--- src/rtl/udp_tx_framer_if.sv ---
// FrameL2_Out transmit channel: request/grant handshake plus the framed byte stream.
interface udp_tx_framer_if;
  logic       ReqOut;
  logic       ReqConfirm;
  logic       ValOut;
  logic       SoFOut;
  logic       EoFOut;
  logic [7:0] DataOut;

  modport master (output ReqOut, ValOut, SoFOut, EoFOut, DataOut, input ReqConfirm);
  modport slave  (input ReqOut, ValOut, SoFOut, EoFOut, DataOut, output ReqConfirm);
endinterface

--- src/rtl/udp_tx_framer.sv ---
// Ethernet II + IPv4 + UDP transmit framer: FWFT payload in, FrameL2_Out byte stream out.
// Define UDP_TX_PAD_EN to zero-pad frames shorter than 60 bytes.
module udp_tx_framer #(
  parameter int unsigned MAX_LEN = 1472,
  parameter logic [7:0]  TTL     = 8'h40
) (
  input  logic        Clk,
  input  logic        nRst,
  input  logic        Start,
  input  logic [10:0] Len,
  input  logic [47:0] LocalMAC,
  input  logic [47:0] RemoteMAC,
  input  logic [31:0] LocalIP,
  input  logic [31:0] RemoteIP,
  input  logic [15:0] LocalPort,
  input  logic [15:0] RemotePort,
  input  logic        MODE,
  input  logic [7:0]  PayData,
  output logic        PayRd,
  output logic        Busy,
  output logic        StartErr,
  udp_tx_framer_if.master l2
);

  typedef enum logic [2:0] {IDLE, CSUM, REQ, HDR, PAY, PAD, GAP} state_t;
  state_t state, nextState;

  logic [10:0] cnt;
  logic        phase, modeR, startErrR;
  logic [15:0] ipId;
  logic [10:0] lenR;
  logic [47:0] localMacR, remoteMacR;
  logic [31:0] localIpR, remoteIpR, acc;
  logic [15:0] localPortR, remotePortR, csum;
  logic [7:0]  dataHold;

  logic            lenOk, emit, lastPay, padNeeded, eofNow;
  logic [15:0]     ipLen, udpLen, csumWord;
  logic [0:41][7:0] hdrVec;

  // Accumulator is below 2^20 after ten words, so two folds always suffice.
  function automatic logic [15:0] foldInvert(input logic [31:0] a);
    logic [16:0] s1;
    logic [15:0] s2;
    s1 = {1'b0, a[31:16]} + {1'b0, a[15:0]};
    s2 = s1[15:0] + {15'd0, s1[16]};
    return ~s2;
  endfunction

  assign lenOk   = (Len != 11'd0) && (32'(Len) <= MAX_LEN);
  assign emit    = modeR | ~phase;
  assign lastPay = (cnt == lenR - 11'd1);
  assign ipLen   = 16'd28 + {5'd0, lenR};
  assign udpLen  = 16'd8 + {5'd0, lenR};
`ifdef UDP_TX_PAD_EN
  assign padNeeded = (lenR < 11'd18);
`else
  assign padNeeded = 1'b0;
`endif
  assign eofNow = emit && (((state == PAY) && lastPay && !padNeeded) ||
                           ((state == PAD) && (cnt == 11'd17)));

  assign hdrVec = {remoteMacR, localMacR, 16'h0800,
                   16'h4500, ipLen, ipId, 16'h4000, TTL, 8'h11, csum, localIpR, remoteIpR,
                   localPortR, remotePortR, udpLen, 16'h0000};

  always_comb begin
    case (cnt[3:0])
      4'd0:    csumWord = 16'h4500;
      4'd1:    csumWord = ipLen;
      4'd2:    csumWord = ipId;
      4'd3:    csumWord = 16'h4000;
      4'd4:    csumWord = {TTL, 8'h11};
      4'd6:    csumWord = localIpR[31:16];
      4'd7:    csumWord = localIpR[15:0];
      4'd8:    csumWord = remoteIpR[31:16];
      4'd9:    csumWord = remoteIpR[15:0];
      default: csumWord = 16'h0000;
    endcase
  end

  always_ff @(posedge Clk or negedge nRst) begin
    if (!nRst) state <= IDLE;
    else       state <= nextState;
  end

  always_comb begin
    nextState = state;
    case (state)
      IDLE:    if (Start && lenOk) nextState = CSUM;
      CSUM:    if (cnt == 11'd10) nextState = REQ;
      REQ:     if (l2.ReqConfirm) nextState = HDR;
      HDR:     if (emit && (cnt == 11'd41)) nextState = PAY;
      PAY:     if (emit && lastPay) nextState = padNeeded ? PAD : GAP;
      PAD:     if (emit && (cnt == 11'd17)) nextState = GAP;
      GAP:     nextState = IDLE;
      default: nextState = IDLE;
    endcase
  end

  // PAD keeps counting from Len so the last pad byte is always index 17.
  always_ff @(posedge Clk or negedge nRst) begin
    if (!nRst) begin
      cnt       <= '0;
      phase     <= 1'b0;
      modeR     <= 1'b0;
      ipId      <= '0;
      startErrR <= 1'b0;
    end else begin
      startErrR <= (state == IDLE) && Start && !lenOk;
      phase     <= (state == REQ) ? 1'b0 : ~phase;
      if ((state == REQ) && l2.ReqConfirm) modeR <= MODE;
      if (eofNow) ipId <= ipId + 16'd1;
      case (state)
        CSUM:     cnt <= (cnt == 11'd10) ? '0 : cnt + 11'd1;
        HDR:      if (emit) cnt <= (cnt == 11'd41) ? '0 : cnt + 11'd1;
        PAY, PAD: if (emit) cnt <= cnt + 11'd1;
        default:  cnt <= '0;
      endcase
    end
  end

  always_ff @(posedge Clk) begin
    if ((state == IDLE) && Start && lenOk) begin
      lenR        <= Len;
      localMacR   <= LocalMAC;
      remoteMacR  <= RemoteMAC;
      localIpR    <= LocalIP;
      remoteIpR   <= RemoteIP;
      localPortR  <= LocalPort;
      remotePortR <= RemotePort;
      acc         <= '0;
    end else if (state == CSUM) begin
      if (cnt == 11'd10) csum <= foldInvert(acc);
      else               acc  <= acc + {16'd0, csumWord};
    end
    if (l2.ValOut) dataHold <= l2.DataOut;
  end

  // In 10/100 mode the idle half-cycle repeats the previous byte.
  always_comb begin
    Busy       = (state != IDLE);
    StartErr   = startErrR;
    PayRd      = 1'b0;
    l2.ReqOut  = (state == REQ);
    l2.ValOut  = 1'b0;
    l2.SoFOut  = 1'b0;
    l2.EoFOut  = 1'b0;
    l2.DataOut = 8'h00;
    case (state)
      HDR: begin
        l2.ValOut  = emit;
        l2.SoFOut  = emit && (cnt == 11'd0);
        l2.DataOut = emit ? hdrVec[cnt[5:0]] : dataHold;
      end
      PAY: begin
        l2.ValOut  = emit;
        PayRd      = emit;
        l2.EoFOut  = eofNow;
        l2.DataOut = emit ? PayData : dataHold;
      end
      PAD: begin
        l2.ValOut  = emit;
        l2.EoFOut  = eofNow;
        l2.DataOut = emit ? 8'h00 : dataHold;
      end
      default: ;
    endcase
  end

endmodule

--- src/flat_wrapper.sv ---
// flat-port wrapper written by rule: the top's interface ports become plain ports
module udp_tx_framer_flat 
#(
  parameter int unsigned MAX_LEN = 1472,
  parameter logic [7:0]  TTL     = 8'h40
)
  (Clk, nRst, Start, Len, LocalMAC, RemoteMAC, LocalIP, RemoteIP, LocalPort, RemotePort, MODE, PayData, PayRd, Busy, StartErr, l2_ReqOut, l2_ValOut, l2_SoFOut, l2_EoFOut, l2_DataOut, l2_ReqConfirm);
  udp_tx_framer_if l2_i ();
  input  logic Clk;
  input  logic nRst;
  input  logic Start;
  input  logic [10:0] Len;
  input  logic [47:0] LocalMAC;
  input  logic [47:0] RemoteMAC;
  input  logic [31:0] LocalIP;
  input  logic [31:0] RemoteIP;
  input  logic [15:0] LocalPort;
  input  logic [15:0] RemotePort;
  input  logic MODE;
  input  logic [7:0] PayData;
  output logic PayRd;
  output logic Busy;
  output logic StartErr;
  output wire logic [$bits(l2_i.ReqOut)-1:0] l2_ReqOut;
  output wire logic [$bits(l2_i.ValOut)-1:0] l2_ValOut;
  output wire logic [$bits(l2_i.SoFOut)-1:0] l2_SoFOut;
  output wire logic [$bits(l2_i.EoFOut)-1:0] l2_EoFOut;
  output wire logic [$bits(l2_i.DataOut)-1:0] l2_DataOut;
  input wire logic [$bits(l2_i.ReqConfirm)-1:0] l2_ReqConfirm;
  assign l2_ReqOut = l2_i.ReqOut;
  assign l2_ValOut = l2_i.ValOut;
  assign l2_SoFOut = l2_i.SoFOut;
  assign l2_EoFOut = l2_i.EoFOut;
  assign l2_DataOut = l2_i.DataOut;
  assign l2_i.ReqConfirm = l2_ReqConfirm;
  udp_tx_framer #(.MAX_LEN(MAX_LEN), .TTL(TTL)) u_core (.Clk(Clk), .nRst(nRst), .Start(Start), .Len(Len), .LocalMAC(LocalMAC), .RemoteMAC(RemoteMAC), .LocalIP(LocalIP), .RemoteIP(RemoteIP), .LocalPort(LocalPort), .RemotePort(RemotePort), .MODE(MODE), .PayData(PayData), .PayRd(PayRd), .Busy(Busy), .StartErr(StartErr), .l2(l2_i));
endmodule
--- config.mk ---
export PLATFORM = sky130hd
export DESIGN_NAME = udp_tx_framer_flat
export DESIGN_NICKNAME = d
export VERILOG_FILES = /design/src/rtl/udp_tx_framer_if.sv /design/src/rtl/udp_tx_framer.sv /design/src/flat_wrapper.sv
export SDC_FILE = /design/constraint.sdc
export NUM_CORES = 1
export LEC_CHECK = 0
export ABC_AREA = 0
export BUFFER_PORTS_ARGS = -buffer_cell sky130_fd_sc_hd__buf_4
export CORE_MARGIN = 2
export CORE_UTILIZATION = 62
export DETAILED_ROUTE_END_ITERATION = 12
export HOLD_SLACK_MARGIN = 0.02
export PLACE_DENSITY = 0.86
export SETUP_SLACK_MARGIN = 0.3
export SKIP_CTS_REPAIR_TIMING = 1
export SLEW_MARGIN = 10
export SYNTH_ARGS = -nofsm -noshare
export SYNTH_HDL_FRONTEND = slang
export SYNTH_SLANG_ARGS = --single-unit
--- constraint.sdc ---
create_clock -name Clk -period 22.9 [get_ports Clk]
set_input_delay 4.58 -clock Clk [delete_from_list [all_inputs] [get_ports Clk]]
set_output_delay 4.58 -clock Clk [all_outputs]
set_load 0.01 [all_outputs]
==> metrics.md, run 1 <==
| Metric | Value |
|---|---|
| Mean cell area of the mapped netlist | `approximately 13 µm²` |
| Setup-violating endpoint count in the final report | `0` |
| Sum of negative setup slack | `0 ns` |
| Area contributors post-synth | `sky130_fd_sc_hd__edfxtp_1, sky130_fd_sc_hd__mux4_2, sky130_fd_sc_hd__dfrtp_1` |
| Vias | `11,220` |
| Later-pin clock latency in the skew report | `0.59 ns` |
| Most common cell after layout, fill and taps aside | `sky130_fd_sc_hd__buf_4` |
| Post-route fraction of the period consumed by the critical path | `approximately 43%` |
| Count of buffers inserted at the top-level ports | `230` |
| Routed len/inst | `24.16 µm` |
| Die Height | `159.5 µm` |
| Top Ports | `231` |
| Post-Route WL | `41,910 µm` |
| Final-stage net count | `1,657` |
| Area inside the core boundary | `approximately 0.024 mm²` |
| Run status | `finished, final reports clean` |
| Fill cell instance count of the final layout | `1,417` |
| Distinct cells, synth | `80` |
| #FFs+latches synth | `around 300` |
| Post-Syn Area | `0.01498 mm²` |
| Worst clock skew | `0.01433 ns` |
| Total grt overflow | `0` |
| Setup repair after global routing missed its margin | `no` |
| # clock sinks | `292` |
| Post-CTS clock slew at the launch and capture registers of the worst setup and hold paths | `roughly 0.060 ns` |
| Maximum clock rate | `100.7 MHz` |
| Remaining max-slew budget at the tightest pin | `25.61%` |
| Post-layout total power | `1.864 mW` |
| Worst hold path cell count | `1` |
| Number of core rows | `56` |
| End of the worst register-to-register path | `u_core.acc[21]$_SDFFE_PP0P_` |
| Commonest cells after routing, fill and taps aside | `sky130_fd_sc_hd__buf_4, sky130_fd_sc_hd__edfxtp_1, sky130_fd_sc_hd__nand2_1, sky130_fd_sc_hd__nor2_1, sky130_fd_sc_hd__mux4_2` |
| Wire length of the first global-routing pass | `around 65,000 µm` |
| Vias per cell | `6.467` |
| Remaining DRCs | `0` |
| Hold/Removal Path Class | `reg -> reg` |
| Hold-critical path endpoint | `u_core.phase$_DFF_PN0_` |
| Hold Fails Final Rpt | `0` |
| DR iter-0 viols | `1,562` |
| Flop-to-flop setup slack | `16.87 ns` |
| Area share of the largest cell type after synthesis | `between 40% and 50%` |
| Critical R2R Launch | `u_core.cnt[0]$_DFFE_PN0P_` |
| Reg2reg path depth | `18` |
| Buffer depth of the longest clock path | `3` |
| Net count after synthesis | `around 1,400` |
| Inserted Clock Buffers | `31` |
| Synth-to-Final Area Change | `19.48%` |
| Worst Hold Margin | `0.4448 ns` |
| FF/Latch Area | `0.008289 mm²` |
| Gpl congestion | `approximately 0.95` |
| Number of nets still failing antenna checks after routing | `0` |
| TritonCTS clock tree | `done` |
| Number of antenna cells inserted | `0` |
| Portion of the post-synthesis area used by sequential elements | `between 50% and 60%` |
| Required time of the worst setup path | `18.32 ns` |
| Cell at the root of the clock tree | `sky130_fd_sc_hd__clkbuf_16` |
| Count of H-tree levels built during CTS | `1` |
| Number of global-route vias before repair | `11,320` |
| Max-slew violation count | `0` |
| Cell count after synthesis | `1,184` |
| Min-Delay Startpoint | `u_core.phase$_DFF_PN0_` |
| Launching element type of the critical path | `input pin` |
| Final standard cell utilization of the core | `75.82%` |
| Count of synthesis-stage warnings from yosys | `0` |
| Top_reg_cell synth | `sky130_fd_sc_hd__edfxtp_1` |
| Overall track demand over capacity in global routing | `33.16%` |
| Critical path start-end classification | `in -> out` |
| Total area of multi-input combinational cells | `0.006321 mm²` |
| Cell leakage power | `6.883 nW` |
| Endpoint kind of the worst setup timing path | `primary output` |
| Width of the die | `between 150 and 200 µm` |
| Number of antenna violations at the first check in global routing | `1` |
| Total power per unit cell area | `between 100 and 150 mW/mm²` |
| CP Max Fanout | `2` |
| Total die area | `around 0.025 mm²` |
| Pre-Repair DR Iteration Count | `7` |
| FFs w/ async S/R, synth | `between 10% and 20%` |
| Min cycle time layout | `9.931 ns` |
| Sum of net half-perimeters after detailed placement | `29,430 µm` |
| Share of post-route cells with drive strength above 1 | `25.71%` |
| Max capacitance violation total | `0` |
| Worst IR drop on VDD | `0.08348 mV` |
| Transition at the pin with the smallest max-transition slack | `around 1.1 ns` |
| Pin count of the biggest net entering global routing | `154` |
| Largest area contributor in the netlist | `sky130_fd_sc_hd__edfxtp_1` |
| Initial core utilization | `63.45%` |
| CP arrival | `5.35 ns` |
| Number of synthesized flops with an enable pin | `227` |
-- flip-flops by register name, indices dropped and copies added, names as in the netlist --
register,flops
u_core.ipId,16
u_core.StartErr,1
u_core.remoteMacR,48
u_core.localMacR,48
u_core.state,3
u_core.cnt,11
u_core.lenR,11
u_core.remoteIpR,32
u_core.acc,32
u_core.phase,1
u_core.localPortR,16
u_core.modeR,1
u_core.localIpR,32
u_core.remotePortR,16
u_core.dataHold,8
u_core.csum,16
-- through the flow --
step	area (µm²)	instances	worst slack (ns)
final	17900	1735	12.97
after global routing	17900	1735	12.87
after CTS	17900	1735	12.97
after detailed placement	16910	1680	12.99
after global placement	16910	1680	13.01
after floorplan	14980	1184	10.71
-- metal layers --
layer | vias to the layer above | track usage (%) | share of wire (%)
met2 | 781 | 55.67 | 48
met3 | 167 | 7.710 | 11
met4 | 0 | 12.40 | 4.8
li1 | 4937 | - | -
met5 | - | 0 | 0
met1 | 5336 | 42.46 | 36
-- cells by family after synthesis --
family                     count (synthesis)  share of synthesized area (%)
muxes                                     83                          10.65
adders and majority gates                 47                          4.025
buffers and inverters                     92                          2.530
AOI/OAI and AO/OA                        238                          10.56
and+or+nand+nor                          332                          11.01
DFF                                      292                          55.28
xor gates and xnor gates                 100                          5.946
-- power breakdown --
part           switching [mW]  internal, mW
clock network           0.206         0.284
logic                   0.358         0.266
registers              0.0693         0.680
total                   0.634          1.23
-- synthesized netlist by cell type, types with 5 or more instances --
cell type / instances
sky130_fd_sc_hd__nand2_1: 96
sky130_fd_sc_hd__ha_1: 45
sky130_fd_sc_hd__or3_1: 9
sky130_fd_sc_hd__buf_1: 6
sky130_fd_sc_hd__o21ai_0: 32
sky130_fd_sc_hd__buf_2: 9
sky130_fd_sc_hd__mux2i_1: 21
sky130_fd_sc_hd__mux4_2: 61
sky130_fd_sc_hd__o211ai_1: 16
sky130_fd_sc_hd__and2_1: 10
sky130_fd_sc_hd__a221oi_1: 5
sky130_fd_sc_hd__edfxtp_1: 227
sky130_fd_sc_hd__clkbuf_1: 39
sky130_fd_sc_hd__a21o_1: 11
sky130_fd_sc_hd__a21oi_1: 58
sky130_fd_sc_hd__nand3b_1: 5
sky130_fd_sc_hd__a31oi_1: 5
sky130_fd_sc_hd__nand3_1: 43
sky130_fd_sc_hd__xor2_1: 53
sky130_fd_sc_hd__or4_1: 5
sky130_fd_sc_hd__dfrtp_1: 33
sky130_fd_sc_hd__nor3_1: 11
sky130_fd_sc_hd__nand2b_1: 14
sky130_fd_sc_hd__o21ai_1: 10
sky130_fd_sc_hd__a211oi_1: 17
sky130_fd_sc_hd__and3_1: 17
sky130_fd_sc_hd__a222oi_1: 7
sky130_fd_sc_hd__dfxtp_1: 32
sky130_fd_sc_hd__a22oi_1: 35
sky130_fd_sc_hd__nor2b_1: 7
sky130_fd_sc_hd__nand4_1: 10
sky130_fd_sc_hd__o31ai_1: 9
sky130_fd_sc_hd__xnor2_1: 45
sky130_fd_sc_hd__inv_1: 30
sky130_fd_sc_hd__o22ai_1: 6
sky130_fd_sc_hd__nor2_1: 79
-- critical path, stage by stage --
cell and delay (ns):
sky130_fd_sc_hd__buf_4 0.11, sky130_fd_sc_hd__a31oi_1 0.17, sky130_fd_sc_hd__o221ai_1 0.13, sky130_fd_sc_hd__and2_1 0.22
sky130_fd_sc_hd__buf_4 0.14
-- layout make-up --
cell class | count | share of cell area, %
Clock buffer | 47 | 5.074
Clock inverter | 8 | 0.4543
Inverter | 33 | 0.7339
Multi-Input combinational cell | 800 | 35.31
Sequential cell | 292 | 46.30
Tap cell | 319 | 2.230
Timing Repair Buffer | 236 | 9.897
-- worst max path at each step --
stage,from,to,cells past startpoint,slack [ns]
global route,PayData[4],l2_DataOut[4],5,12.87
CTS,PayData[4],l2_DataOut[4],5,12.97
global placement,PayData[4],l2_DataOut[4],5,13.01
detailed placement,PayData[4],l2_DataOut[4],5,12.99
finish,PayData[4],l2_DataOut[4],5,12.97
floorplan,Len[3],u_core.lenR[0]$_DFFE_PP_,9,10.71
(Power assumes the default switching activity.)
==> inputs of run 2 (changes only) <==
Settings changed: CORE_UTILIZATION 62 to 52, PLACE_DENSITY 0.86 to 0.77.
Clock period 22.9 ns to 8 ns, I/O delays scaled along.
==> run 2 against run 1 <==
  * Non-clock buffer count grew 1
  * Die area is 19% higher
  * Critical path depth is 3 higher
  * Combinational power increased to 2.8 times the previous value
  * Via count shrank 1.4%
  * Power grew to 2.9 times the previous value
  * Highest routed layer unchanged
  * Critical path type is now reg -> out
  * Largest cell class unchanged
==> metrics.md, run 2 (synthesis gave the netlist of run 1 again) <==
| Metric | Value |
|---|---|
| Stages on worst setup path | `8` |
| Maximum clock rate | `175.4 MHz` |
| Critical path start-end classification | `reg -> out` |
| Hold/Removal Path Class | `reg -> reg` |
| Internal power | `3.579 mW` |
| Area inside the core boundary | `between 0.02 and 0.03 mm²` |
| Cell-by-cell listing of the critical path | `buf_4, mux4_2, mux4_2, mux2i_1, o22ai_1, a222oi_1, inv_1, buf_4` |
| Count of H-tree levels built during CTS | `1` |
| Final standard cell utilization of the core | `between 60 and 70%` |
| Critical path's largest stage delay | `about 0.70 ns` |
| Total grt overflow | `0` |
| TritonCTS clock tree | `done` |
| DR iter-0 viols | `1,008` |
| Worst IR drop on VDD | `0.2461 mV` |
| Bufs and invs on worst path | `3` |
| Max-slew violation count | `0` |
| Vias | `11,060` |
| Endpoint kind of the worst setup timing path | `primary output` |
| Number of global-route vias before repair | `~11,000` |
| Worst Hold Margin | `0.4513 ns` |
| Overall track demand over capacity in global routing | `a little over a quarter` |
| Final-stage net count | `1,658` |
| Inserted Clock Buffers | `31` |
| Reg2reg path depth | `18` |
| Setup repair after global routing missed its margin | `no` |
| # clock sinks | `292` |
| Post-CTS clock slew at the launch and capture registers of the worst setup and hold paths | `roughly 0.06 ns` |
| Run status | `finished, final reports clean` |
| Setup-violating endpoint count in the final report | `0` |
| Buffer depth of the longest clock path | `3` |
| Hold Fails Final Rpt | `0` |
| Width of the die | `between 150 and 200 µm` |
| Wire length of the first global-routing pass | `62,530 µm` |
| Fill cell instance count of the final layout | `between 2,000 and 2,500` |
| Fraction of power consumed by the clock network | `between 20 and 30%` |
| Max capacitance violation total | `0` |
| Flop-to-flop setup slack | `about 2.3 ns` |
| Top Ports | `231` |
| Total die area | `0.03019 mm²` |
| Number of antenna violations at the first check in global routing | `0` |
| Most common cell after layout, fill and taps aside | `sky130_fd_sc_hd__buf_4` |
| Synth-to-Final Area Change | `20.49%` |
| Sum of negative setup slack | `0 ns` |
| Register share of total power | `40.1%` |
| Cell with the biggest individual delay on the critical path | `sky130_fd_sc_hd__dfrtp_4` |
| Number of core rows | `62` |
| CP arrival | `around 4.1 ns` |
| CP Max Fanout | `45` |
| Post-route fraction of the period consumed by the critical path | `71.25%` |
| Number of antenna cells inserted | `0` |
| Cell leakage power | `6.907 nW` |
| Total power per unit cell area | `297.8 mW/mm²` |
| Total area of multi-input combinational cells | `~0.0063 mm²` |
| FF/Latch Area | `0.008289 mm²` |
| Post-Route WL | `41,020 µm` |
| Vias per cell | `6.134` |
| Share of post-route cells with drive strength above 1 | `about a quarter` |
| Pin count of the biggest net entering global routing | `between 100 and 150` |
| Switching part of the total power | `about a third` |
| Worst clock skew | `0.02002 ns` |
| Transition at the pin with the smallest max-transition slack | `1.005 ns` |
| Later-pin clock latency in the skew report | `0.56 ns` |
| Count of buffers inserted at the top-level ports | `between 200 and 250` |
| Remaining DRCs | `0` |
| Number of nets still failing antenna checks after routing | `0` |
| Commonest cells after routing, fill and taps aside | `sky130_fd_sc_hd__buf_4, sky130_fd_sc_hd__edfxtp_1, sky130_fd_sc_hd__nand2_1, sky130_fd_sc_hd__nor2_1, sky130_fd_sc_hd__mux4_2` |
| Required time of the worst setup path | `6.40 ns` |
| Launching element type of the critical path | `flip-flop` |
| Min cycle time layout | `5.700 ns` |
| Die Height | `173.7 µm` |
| Top cell family by delay on the critical path | `multiplexers` |
| Post-layout total power | `between 5 and 6 mW` |
| Initial core utilization | `52.49%` |
| Reported net switching power | `roughly 1.8 mW` |
| Part of the total power dissipated in combinational logic | `32.9%` |
| Routed len/inst | `22.75 µm` |
| Pre-Repair DR Iteration Count | `6` |
| Gpl congestion | `0.9756` |
| Cell at the root of the clock tree | `sky130_fd_sc_hd__clkbuf_16` |
| Registers with the most flip-flops | `u_core.localMacR (48), u_core.remoteMacR (48)` |
| Worst hold path cell count | `1` |
| Sum of net half-perimeters after detailed placement | `30,360 µm` |
| Remaining max-slew budget at the tightest pin | `approximately a third` |
## run 2: path summary, 6_finish.rpt
check / startpoint / endpoint
max: u_core.cnt[0]$_DFFE_PN0P_ / l2_DataOut[3]
min: u_core.phase$_DFF_PN0_ / u_core.phase$_DFF_PN0_
max reg2reg: u_core.cnt[0]$_DFFE_PN0P_ / u_core.acc[28]$_SDFFE_PP0P_
min reg2reg: u_core.phase$_DFF_PN0_ / u_core.phase$_DFF_PN0_
max in group asynchronous: nRst / u_core.cnt[0]$_DFFE_PN0P_
min in group asynchronous: nRst / u_core.StartErr$_DFF_PN0_
## run 2: worst reg2reg max path: stages, from the launching register on
cell and delay [ns]:
sky130_fd_sc_hd__dfrtp_4 0.70, sky130_fd_sc_hd__buf_4 0.72, sky130_fd_sc_hd__ha_1 0.50, sky130_fd_sc_hd__and2_1 0.62
sky130_fd_sc_hd__a22oi_1 0.20, sky130_fd_sc_hd__nand3_1 0.16, sky130_fd_sc_hd__ha_1 0.18, sky130_fd_sc_hd__inv_1 0.06
sky130_fd_sc_hd__fa_1 0.40, sky130_fd_sc_hd__nor2b_1 0.12, sky130_fd_sc_hd__o21ai_1 0.09, sky130_fd_sc_hd__a21boi_1 0.23
sky130_fd_sc_hd__o21ai_1 0.10, sky130_fd_sc_hd__a21boi_1 0.23, sky130_fd_sc_hd__o211a_1 0.20, sky130_fd_sc_hd__o21ai_1 0.13
sky130_fd_sc_hd__and2_1 0.28, sky130_fd_sc_hd__or4_1 0.52, sky130_fd_sc_hd__a21oi_1 0.16
## run 2: power by group through the flow
stage,registers (mW),clock network (mW),logic (mW)
CTS,2.15,1.47,1.75
global placement,2.17,0,1.71
finish,2.15,1.46,1.77
global route,2.17,1.53,1.89
floorplan,2.07,0,1.29
detailed placement,2.18,0,1.74
## run 2: per-layer routing
| layer | global-route usage (%) | vias up | share of wire (%) | wire length (µm) |
|---|---|---|---|---|
| met5 | 0 | - | 0 | 0 |
| met4 | 10.64 | 0 | 4.3 | 1765 |
| met3 | 5.439 | 118 | 9.1 | 3716 |
| met2 | 43.49 | 665 | 47 | 19320 |
| met1 | 35.76 | 5334 | 40 | 16220 |
| li1 | - | 4943 | - | - |
## run 2: area by class of cell
type,count,area share (%)
Clock buffer,43,4.900
Clock inverter,14,0.8594
Inverter,33,0.7277
Multi-Input combinational cell,800,35.01
Sequential cell,292,45.91
Tap cell,384,2.661
Timing Repair Buffer,237,9.924
## run 2: metrics by stage
step | std cells | area [µm²] | setup WS (ns)
2_1_floorplan | 1184 | 14980 | 1.963
3_3_place_gp | 1746 | 17010 | 2.657
3_5_place_dp | 1746 | 17010 | 2.392
4_1_cts | 1803 | 18050 | 2.284
5_1_grt | 1803 | 18050 | 1.940
6_report | 1803 | 18050 | 2.300
==> inputs of run 3 (changes only) <==
Settings changed: CORE_UTILIZATION 52 to 58, PLACE_DENSITY 0.77 to 0.81.
Clock period 8 ns to 5.7 ns, I/O delays scaled along.
==> run 3 against run 2 <==
  * Setup slack worse by 1.6 ns
  * Worst hold slack better by 0.014 ns
  * Routed wire length up 3.6%
  * Cell count shrank 2.3%
  * Cell area shrank 0.12%
  * Via count decreased by 0.24%
  * First-iteration DRC count rose by 13%
  * Non-clock buffer count rose by 11
  * Critical endpoint is now l2_DataOut[0]
  * Critical path type unchanged
  * Sequential share of layout area rose by 0.054 points
==> metrics.md, run 3 (synthesis gave the netlist of run 1 again) <==
| Metric | Value |
|---|---|
| Min cycle time layout | `between 4 and 5 ns` |
| Sum of negative setup slack | `0 ns` |
| Post-route fraction of the period consumed by the critical path | `roughly 90%` |
| Transition at the pin with the smallest max-transition slack | `1.029 ns` |
| Total power per unit cell area | `418.4 mW/mm²` |
| Fill cell instance count of the final layout | `1,710` |
| Final-stage net count | `1,669` |
| Remaining max-slew budget at the tightest pin | `between 30% and 40%` |
| Hold/Removal Path Class | `reg -> reg` |
| Post-Route WL | `roughly 42,000 µm` |
| Critical R2R Launch | `u_core.cnt[3]$_DFFE_PN0P_` |
| Worst IR drop on VDD | `between 0.3 and 0.4 mV` |
| Max-slew violation count | `0` |
| Number of core rows | `58` |
| Required time of the worst setup path | `4.56 ns` |
| Number of antenna violations at the first check in global routing | `0` |
| Top cell family by delay on the critical path | `multiplexers` |
| Commonest cells after routing, fill and taps aside | `sky130_fd_sc_hd__buf_4, sky130_fd_sc_hd__edfxtp_1, sky130_fd_sc_hd__nand2_1, sky130_fd_sc_hd__nor2_1, sky130_fd_sc_hd__mux4_2` |
| Wire length of the first global-routing pass | `about 64,000 µm` |
| Buffer depth of the longest clock path | `3` |
| Total die area | `0.02713 mm²` |
| Share of post-route cells with drive strength above 1 | `26.35%` |
| Maximum clock rate | `200.5 MHz` |
| Area inside the core boundary | `0.02525 mm²` |
| Number of nets still failing antenna checks after routing | `0` |
| Number of global-route vias before repair | `around 11,000` |
| Initial core utilization | `59.33%` |
| Count of H-tree levels built during CTS | `1` |
| Top Ports | `between 200 and 250` |
| Vias per cell | `6.265` |
| CP Max Fanout | `5` |
| Sum of net half-perimeters after detailed placement | `31,690 µm` |
| Pin count of the biggest net entering global routing | `89` |
| Reg2reg path depth | `17` |
| DR iter-0 viols | `roughly 1,100` |
| TritonCTS clock tree | `done` |
| Cell-by-cell listing of the critical path | `inv_1, ha_1, nand2b_1, nand2_1, nor2_1, xor2_1, mux4_2, mux4_2, nand2b_1, a221oi_1, a222oi_1, inv_1, buf_4` |
| Registers with the most flip-flops | `u_core.localMacR (48), u_core.remoteMacR (48)` |
| PnR worst setup slack | `between 0.7 and 0.8 ns` |
| # clock sinks | `between 200 and 300` |
| Width of the die | `164.7 µm` |
| Max capacitance violation total | `0` |
| Worst hold path cell count | `1` |
| Remaining DRCs | `0` |
| Count of buffers inserted at the top-level ports | `230` |
| Cell with the biggest individual delay on the critical path | `sky130_fd_sc_hd__mux4_2` |
| Gpl congestion | `0.9771` |
| Critical path's largest stage delay | `approximately 0.48 ns` |
| CP arrival | `roughly 3.9 ns` |
| FF/Latch Area | `0.008289 mm²` |
| Flop-to-flop setup slack | `between 0.8 and 0.9 ns` |
| Bufs and invs on worst path | `3` |
| Endpoint kind of the worst setup timing path | `primary output` |
| Later-pin clock latency in the skew report | `0.58 ns` |
| Hold-critical path endpoint | `u_core.phase$_DFF_PN0_` |
| Overall track demand over capacity in global routing | `31.86%` |
| Post-placement worst setup slack | `0.9592 ns` |
| Cell leakage power | `just under 7 nW` |
| Setup-violating endpoint count in the final report | `0` |
| Post-layout total power | `7.545 mW` |
| Inserted Clock Buffers | `31` |
| Post-CTS clock slew at the launch and capture registers of the worst setup and hold paths | `roughly 0.060 ns` |
| Setup repair after global routing missed its margin | `no` |
| Number of antenna cells inserted | `0` |
| Vias | `11,030` |
| Launching element type of the critical path | `flip-flop` |
| Pre-Repair DR Iteration Count | `6` |
| Synth-to-Final Area Change | `20.35%` |
| Routed len/inst | `between 20 and 25 µm` |
| End of the worst register-to-register path | `u_core.acc[20]$_SDFFE_PP0P_` |
| Critical path start-end classification | `reg -> out` |
| Hold Fails Final Rpt | `0` |
| Cell at the root of the clock tree | `sky130_fd_sc_hd__clkbuf_16` |
| Total area of multi-input combinational cells | `0.006321 mm²` |
| Total grt overflow | `0` |
| Most common cell after layout, fill and taps aside | `sky130_fd_sc_hd__buf_4` |
| Worst clock skew | `about 0.010 ns` |
| Die Height | `164.7 µm` |
| Min-Delay Startpoint | `u_core.phase$_DFF_PN0_` |
| Run status | `finished, final reports clean` |
run 3: per-stage QoR:
| stage | hold WS, ns | cells | cell area (µm²) | utilization (%) |
|---|---|---|---|---|
| 3_5_place_dp | 0.4588 | 1703 | 17030 | 67.43 |
| 5_1_grt | 0.4925 | 1761 | 18030 | 71.40 |
| 3_3_place_gp | 0.4457 | 1703 | 17030 | 67.43 |
| 2_1_floorplan | 0.4188 | 1184 | 14990 | - |
| 4_1_cts | 0.4686 | 1761 | 18030 | 71.40 |
| 6_report | 0.4649 | 1761 | 18030 | 71.40 |
run 3: power breakdown:
| part | internal, mW | switching, mW |
|---|---|---|
| registers | 2.73 | 0.282 |
| logic | 1.10 | 1.45 |
| clock network | 1.14 | 0.845 |
run 3: layer usage:
layer / share of wire (%) / global-route usage (%) / up-vias / wire length, µm
li1: - / - / 4973 / -
met1: 39 / 42.51 / 5361 / 16760
met2: 48 / 52.13 / 589 / 20290
met3: 9.0 / 7.032 / 110 / 3811
met4: 3.8 / 10.99 / 0 / 1630
met5: 0 / 0 / - / 0
run 3: how the worst max path moves through the flow:
stage | from | end | slack (ns) | cells after the start
6_report | u_core.lenR[2]$_DFFE_PP_ | l2_DataOut[0] | 0.71 | 13
5_1_grt | u_core.cnt[0]$_DFFE_PN0P_ | u_core.acc[28]$_SDFFE_PP0P_ | 0.52 | 18
4_1_cts | u_core.lenR[2]$_DFFE_PP_ | l2_DataOut[0] | 0.76 | 13
3_5_place_dp | u_core.cnt[3]$_DFFE_PN0P_ | u_core.acc[20]$_SDFFE_PP0P_ | 0.96 | 17
3_3_place_gp | u_core.cnt[0]$_DFFE_PN0P_ | u_core.acc[28]$_SDFFE_PP0P_ | 1.12 | 18
2_1_floorplan | u_core.cnt[1]$_DFFE_PN0P_ | u_core.acc[20]$_SDFFE_PP0P_ | 1.03 | 23
run 3: area by class of cell:
class                      count  area share [%]
sequential                   292           45.97
multi-input combinational    800           35.05
timing repair buffer         248           10.39
clock buffer                  39           4.697
tap                          330           2.290
clock inverter                19          0.8673
inverter                      33          0.7286
